--- src/rtl/crc32_frame_ctrl.sv ---
// Frame sequencer for a CRC-32 word engine. In generate mode it appends the final CRC word
// to each frame. In check mode it compares the trailing word of each frame against the engine.
module crc32_frame_ctrl #(
    parameter logic [31:0] FINAL_XOR = 32'hFFFF_FFFF,
    parameter int unsigned CNT_W     = 16
) (
    input  logic             clk,
    input  logic             rst,
    input  logic             chk_mode,
    input  logic [31:0]      s_data,
    input  logic             s_valid,
    input  logic             s_last,
    output logic             s_ready,
    output logic [31:0]      m_data,
    output logic             m_valid,
    output logic             m_last,
    input  logic             m_ready,
    output logic [31:0]      eng_data_in,
    output logic             eng_en,
    output logic             eng_clr,
    input  logic [31:0]      eng_crc,
    output logic             crc_ok,
    output logic             crc_err,
    output logic [CNT_W-1:0] frame_cnt,
    output logic [CNT_W-1:0] err_cnt
);

    localparam logic [CNT_W-1:0] CntOne = CNT_W'(1);

    typedef enum logic [1:0] {StData, StAppend, StClr} state_e;

    state_e           state_q, state_d;
    logic             mode_q, mode_d;
    logic             sop_q, sop_d;
    logic             pass_q, pass_d;
    logic [CNT_W-1:0] frame_cnt_q, frame_cnt_d;
    logic [CNT_W-1:0] err_cnt_q, err_cnt_d;

    logic        eff_mode;
    logic        accept;
    logic [31:0] crc_final;

    // The mode is only latched on the first word, so that word uses chk_mode directly.
    assign eff_mode  = sop_q ? chk_mode : mode_q;
    assign accept    = s_valid & m_ready;
    assign crc_final = eng_crc ^ FINAL_XOR;

    assign frame_cnt = frame_cnt_q;
    assign err_cnt   = err_cnt_q;

    always_ff @(posedge clk) begin
        if (rst) begin
            state_q     <= StData;
            mode_q      <= 1'b0;
            sop_q       <= 1'b1;
            pass_q      <= 1'b0;
            frame_cnt_q <= '0;
            err_cnt_q   <= '0;
        end else begin
            state_q     <= state_d;
            mode_q      <= mode_d;
            sop_q       <= sop_d;
            pass_q      <= pass_d;
            frame_cnt_q <= frame_cnt_d;
            err_cnt_q   <= err_cnt_d;
        end
    end

    always_comb begin
        state_d     = state_q;
        mode_d      = mode_q;
        sop_d       = sop_q;
        pass_d      = pass_q;
        frame_cnt_d = frame_cnt_q;
        err_cnt_d   = err_cnt_q;

        s_ready     = 1'b0;
        m_valid     = 1'b0;
        m_last      = 1'b0;
        m_data      = s_data;
        eng_data_in = s_data;
        eng_en      = 1'b0;
        eng_clr     = 1'b0;
        crc_ok      = 1'b0;
        crc_err     = 1'b0;

        if (rst) begin
            eng_clr = 1'b1;
        end else begin
            unique case (state_q)
                StData: begin
                    m_valid = s_valid;
                    s_ready = m_ready;
                    m_last  = eff_mode & s_last;
                    // In check mode the trailing CRC word is compared, not folded into the CRC.
                    eng_en  = accept & ~(eff_mode & s_last);
                    if (accept) begin
                        if (sop_q) begin
                            mode_d = chk_mode;
                            sop_d  = 1'b0;
                        end
                        if (s_last) begin
                            if (eff_mode) begin
                                pass_d  = (s_data == crc_final);
                                state_d = StClr;
                            end else begin
                                state_d = StAppend;
                            end
                        end
                    end
                end
                StAppend: begin
                    m_valid = 1'b1;
                    m_last  = 1'b1;
                    m_data  = crc_final;
                    if (m_ready) begin
                        state_d = StClr;
                    end
                end
                StClr: begin
                    eng_clr     = 1'b1;
                    frame_cnt_d = frame_cnt_q + CntOne;
                    if (mode_q) begin
                        crc_ok  = pass_q;
                        crc_err = ~pass_q;
                        if (!pass_q && (err_cnt_q != '1)) begin
                            err_cnt_d = err_cnt_q + CntOne;
                        end
                    end
                    sop_d   = 1'b1;
                    state_d = StData;
                end
                default: begin
                    state_d = StData;
                end
            endcase
        end
    end

endmodule

--- config.mk ---
export PLATFORM = sky130hd
export DESIGN_NAME = crc32_frame_ctrl
export DESIGN_NICKNAME = d
export VERILOG_FILES = /design/src/rtl/crc32_frame_ctrl.sv
export SDC_FILE = /design/constraint.sdc
export NUM_CORES = 1
export LEC_CHECK = 0
export CORE_UTILIZATION = 40
export CTS_BUF_LIST = sky130_fd_sc_hd__clkbuf_8 sky130_fd_sc_hd__clkbuf_16
export DETAILED_ROUTE_END_ITERATION = 8
export PLACE_DENSITY = 0.87
export SLEW_MARGIN = 20
export SYNTH_ARGS = -nofsm -noshare
export SYNTH_HDL_FRONTEND = slang
export SYNTH_SLANG_ARGS = --single-unit
--- constraint.sdc ---
create_clock -name clk -period 4.3 [get_ports clk]
set_input_delay 0.43 -clock clk [delete_from_list [all_inputs] [get_ports clk]]
set_output_delay 0.43 -clock clk [all_outputs]
set_load 0.005 [all_outputs]
After elaboration in Yosys (flattened, before gate mapping). Index checks and enable logic that the tools add are counted.

Output and inout bits: 103. Input bits: 70. Bits in registers: 37. Word-level logic and storage cells: 56.

Reduce and logical (&&, ||, !) cells: 9. Mux-type cells: 26. Equal/unequal tests: 7. Bitwise operators: 6. Add/subtract/negate cells: 2.

Operators by type and width (count): 32-bit 2-to-1 mux (2); 16-bit by 1-bit adder with 16-bit output (second input constant) (2); 32-bit == test (1); 32-bit NOT (1); 1-bit 2-to-1 mux (16); 16-bit inequality test (second input constant) (1); 2-bit 2-to-1 mux (4); 2-bit inequality test (second input constant) (3); 1-bit case mux with 2 select lines (3); 3-bit AND reduction (2); 2-bit case mux with 2 select lines (1); 2-bit AND reduction (2); 4-bit AND reduction (1); 1-bit bitwise AND (3); 2-bit by 1-bit == test with 1-bit output (second input constant) (1); 2-bit == test (second input constant) (1); 2-bit zero test (1); 1-bit NOT (2); 2-bit nonzero test (1); 1-bit logical AND (1); 1-bit zero test (1).

Logic depth before layout (Yosys ltp).
Depth in word-level cells: 6. Mapped depth: 6. Mapped depth without buffers: 5.

Worst setup path before layout. OpenSTA, ideal clock, no wires.

Path type: reg-to-reg. Start: register err_cnt_q[0], in the netlist err_cnt[0]. End: register err_cnt_q[14], in the netlist err_cnt[14]. Cell stages (with the launch flop): 6. Slack: 2.416 ns. Required time: 4.230 ns. Arrival: 1.814 ns. Setup time: 0.070 ns. Cell sequence: dfxtp_1 -> ha_1 -> nand3_1 -> or3_1 -> or4_1 -> a21oi_1.

Longest elaborated chain between the ends: 3. Elaborated cells between the ends (all ways): 4.

RTL lines: start: declaration (line 37) `logic [CNT_W-1:0] err_cnt_q, err_cnt_d;`; start signal: assignment (line 65) `err_cnt_q <= err_cnt_d;`; branches (longest 3 deep; another with 16-bit by 1-bit adder with 16-bit output).

Parallel ways; which one is timed is not known. A chain may end at the register's enable or synchronous reset.

Final worst setup path.
Start: input port rst. End: output port m_data[3].

Longest elaborated chain between the ends: 1.

RTL lines: start: declaration (line 8) `input logic rst,`; 32-bit 2-to-1 mux (line 87) `if (rst) begin`; end: declaration (line 14) `output logic [31:0] m_data,`.

Every way passes these cells.

==> impl_summary.md <==
Run status
The run finished, with violations left. The final reports fail on design-rule violations.

CTS
The post-CTS setup-driven buffer insertion count is 0. The buffer levels on the longest clock path is 2. CTS built an H-tree with a depth of 2. The clock sink total is 37. The clock transition at the register clock pins on the worst setup and hold paths after CTS is 0.07 ns. TritonCTS built the clock tree.

The clock reaches the later pin of the worst-skew pair after 0.30 ns. The number of CTS-inserted buffers is 5. The number of buffers inserted for hold repair after clock tree synthesis is 0.

The number of gates resized after CTS was 0. The root cell of the clock tree is sky130_fd_sc_hd__clkbuf_8.

Synthesis
The most used flip-flop cell after synthesis is sky130_fd_sc_hd__dfxtp_1. The number of enable flip-flop cells after synthesis is 0. The cell area that synthesis handed to floorplanning was 0.00273 mm2. The number of register bits inferred by synthesis is 37. The average instance area after synthesis is 7.63 um2.

Yosys printed 0 warnings. Counting every net in the synthesized netlist gives 429. The count of mapped cells out of synthesis is 357. Synthesis instantiated 46 different standard cells from the library. The proportion of register bits with asynchronous set or reset after synthesis is 0. The sequential cell area fraction in the yosys report is 0.272.

STA
On the final layout, the worst clock skew is 0.0114 ns. Setup repair after global routing left no endpoint under its margin. At the pin with the least slew margin, the transition time is 0.943 ns. The number of hold-slack violations in the final timing report is 0. Based on the critical path, the design can be clocked at up to 324 MHz. The number of pins exceeding their max-slew limit in the final report is 0. In the finished design, the share of the clock period the worst path needs comes to 0.718. In this run the tightest slew margin relative to its limit is 0.369. The final-report setup violation count is 0. Summed over all failing endpoints, the final setup total negative slack is 0 ns. After layout, the worst setup slack is 1.21 ns.

The final critical-path required period is 3.09 ns.

Global route
Entering global routing, the biggest net connects 65 pins. The number of antenna violations at the first check in global routing is 0. After global routing the overflow that remains totals 0. The first global-routing pass estimated 13600 um of wire. In the global route stage, overall resource usage came out at 0.240. The via count of the first global-routing pass was 2881.

Place
Buffers placed on the I/O ports in this run total 172. The worst setup slack before clock tree synthesis is 1.23 ns. After legalization and detailed placement, the total HPWL measured 7090 um. The routability congestion estimate from global placement is 0.854.

Detailed routing
After detailed routing, the total wire length is 8810 um. The total via count in the routed design is 3063. The post-route DRC violation count is 4.

The detailed-router iteration count before antenna repair is 6. Dividing the detail-routed wire length by the instance count gives 15.5 um. The iteration-0 DRC count of the detailed router is 122. The routed via count divided by cell count is 5.40.

The remaining antenna violation count after routing is 0.

Finish
The fraction of final layout cells sized beyond drive strength 1 is 0.0408. The repair_antennas step left the layout with diodes totalling 0. The share of the core filled with cells in the final layout is 0.676. From synthesis to final layout, the design area changed by 60.1%.

Counting the fill cells in the layout gives 546. The number of nets at the end of the flow is 561.

Pwr
VDD sags by at most 138 uV. Power spread over the standard cell area amounts to 203 mW/mm2. The analysis attributes to cell leakage a power of 1.51 nW.

Worst hold path
The min-delay analysis places its worst path in the category register to register.

Worst setup path
In this run the worst setup path terminates at m_data[3]. The worst register-to-register path ends at frame_cnt[15]. The slack of the worst reg-to-reg path is 2.01 ns. The critical path is of the input pin to primary output type. The critical-path maximum fanout is 64. On the critical path, the stage with the largest delay is an instance of sky130_fd_sc_hd__clkdlybuf4s50_1. The data arrival time of the critical path is 2.66 ns.

The worst setup path is launched from an input pin. The worst register-to-register path begins at state_q[1]. The signal on the critical path passes through clkdlybuf4s50_1, nor2_1, nand2_2, o21ai_0, clkdlybuf4s50_1. The cell count of the worst reg-to-reg path is 4. The cell type with the highest occurrence count on the critical path is sky130_fd_sc_hd__clkdlybuf4s50_1. The worst path required time is 3.87 ns. The highest cell delay on the worst timing path is 0.61 ns.

STA classifies the critical path endpoint as a primary output. The critical path launch point is rst.

Floorplan
The floorplan die height is 84.5 um. The area of the die is 0.00715 mm2. The horizontal extent of the die is 84.5 um.

The starting utilization of the core area is 0.422. The region available for standard cell placement spans 0.00646 mm2. The site row count is 29. 173 I/O pins were placed.

Flow run
The total of max-cap violations is 0.
[how the worst min path moves through the flow]
stage	from	end	slack, ns	depth (start not counted)
2_1_floorplan	sop_q	sop_q	0.45	2
3_3_place_gp	sop_q	sop_q	0.46	2
3_5_place_dp	sop_q	sop_q	0.47	2
4_1_cts	sop_q	sop_q	0.48	2
5_1_grt	sop_q	sop_q	0.51	2
6_report	sop_q	sop_q	0.48	2
[cells by family (layout without fill, tap and decap cells)]
kind of cell,Yosys count,after routing,share of synthesized area
simple gates,143,143,0.285
compound gates,73,73,0.155
buf+inv,54,187,0.120
xor+xnor,42,42,0.135
flops,37,37,0.272
mux,6,6,0.0239
fa+ha+maj,2,2,0.00918
[critical path: cells and delay by family]
| family | cells | cell delay, ns |
|---|---|---|
| AOI/OAI and AO/OA | 1 | 0.43 |
| buffers and inverters | 2 | 1.03 |
| and+or+nand+nor | 2 | 0.75 |
[power breakdown]
part           switching (mW)  internal (mW)  total (mW)
Sequential            0.00365          0.345       0.348
Combinational          0.0844          0.149       0.233
Clock                   0.131          0.173       0.305
Total                   0.219          0.667       0.886
[flip-flops by register name (all words and copies together), names as in the netlist]
signal and flops:
err_cnt 16, frame_cnt 16, state_q 2, mode_q 1
pass_q 1, sop_q 1
[cells in the final DEF, fill, tap and decap left out, types with 10 or more instances in the layout]
cell / count
sky130_fd_sc_hd__nand3_1: 11
sky130_fd_sc_hd__nand2_1: 42
sky130_fd_sc_hd__nor4_1: 10
sky130_fd_sc_hd__clkdlybuf4s50_1: 172
sky130_fd_sc_hd__xnor2_1: 36
sky130_fd_sc_hd__a21oi_1: 16
sky130_fd_sc_hd__dfxtp_1: 37
sky130_fd_sc_hd__nand4_1: 10
sky130_fd_sc_hd__nor2_1: 23
sky130_fd_sc_hd__o21ai_0: 37
[cell usage after synthesis, types with 6 or more instances]
cell,number,area share
sky130_fd_sc_hd__o21ai_0,37,0.068
sky130_fd_sc_hd__nand4_1,10,0.023
sky130_fd_sc_hd__or3_1,6,0.014
sky130_fd_sc_hd__or4_1,8,0.022
sky130_fd_sc_hd__xnor2_1,36,0.12
sky130_fd_sc_hd__clkbuf_1,12,0.017
sky130_fd_sc_hd__nor4_1,10,0.023
sky130_fd_sc_hd__nor3_1,9,0.017
sky130_fd_sc_hd__inv_1,6,0.0083
sky130_fd_sc_hd__nor2_1,23,0.032
sky130_fd_sc_hd__xor2_1,6,0.019
sky130_fd_sc_hd__o31ai_1,9,0.025
sky130_fd_sc_hd__nand2_1,43,0.059
sky130_fd_sc_hd__dfxtp_1,37,0.27
sky130_fd_sc_hd__a21oi_1,16,0.029
sky130_fd_sc_hd__buf_4,33,0.091
sky130_fd_sc_hd__nand3_1,11,0.020
[metrics by stage]
step                total power [mW]  hold slack [ns]  area (um2)  cells
finish                         0.886            0.477        4360    567
detailed placement             0.590            0.475        4250    559
CTS                            0.898            0.482        4360    567
global route                   0.926            0.505        4360    567
floorplan                      0.444            0.453        2730    357
global placement               0.585            0.461        4250    559
[layout make-up]
class                           count  area [um2]  area share
Clock buffer                        5        68.8      0.0158
Inverter                            6        22.5     0.00516
Sequential cell                    37         741       0.170
Clock inverter                      3        46.3      0.0106
Tap cell                           77        96.3      0.0221
Timing Repair Buffer              173        1730       0.396
Multi-Input combinational cell    266        1660       0.380
[metal layers]
| metal | GRT usage | vias to the layer above | routed length (um) |
|---|---|---|---|
| met4 | 0.0847 | 0 | 188 |
| li1 | - | 1511 | - |
| met5 | 0 | - | 0 |
| met2 | 0.466 | 106 | 4720 |
| met1 | 0.224 | 1431 | 3050 |
| met3 | 0.100 | 15 | 855 |
Note: power is estimated with default switching activity, not from simulation.
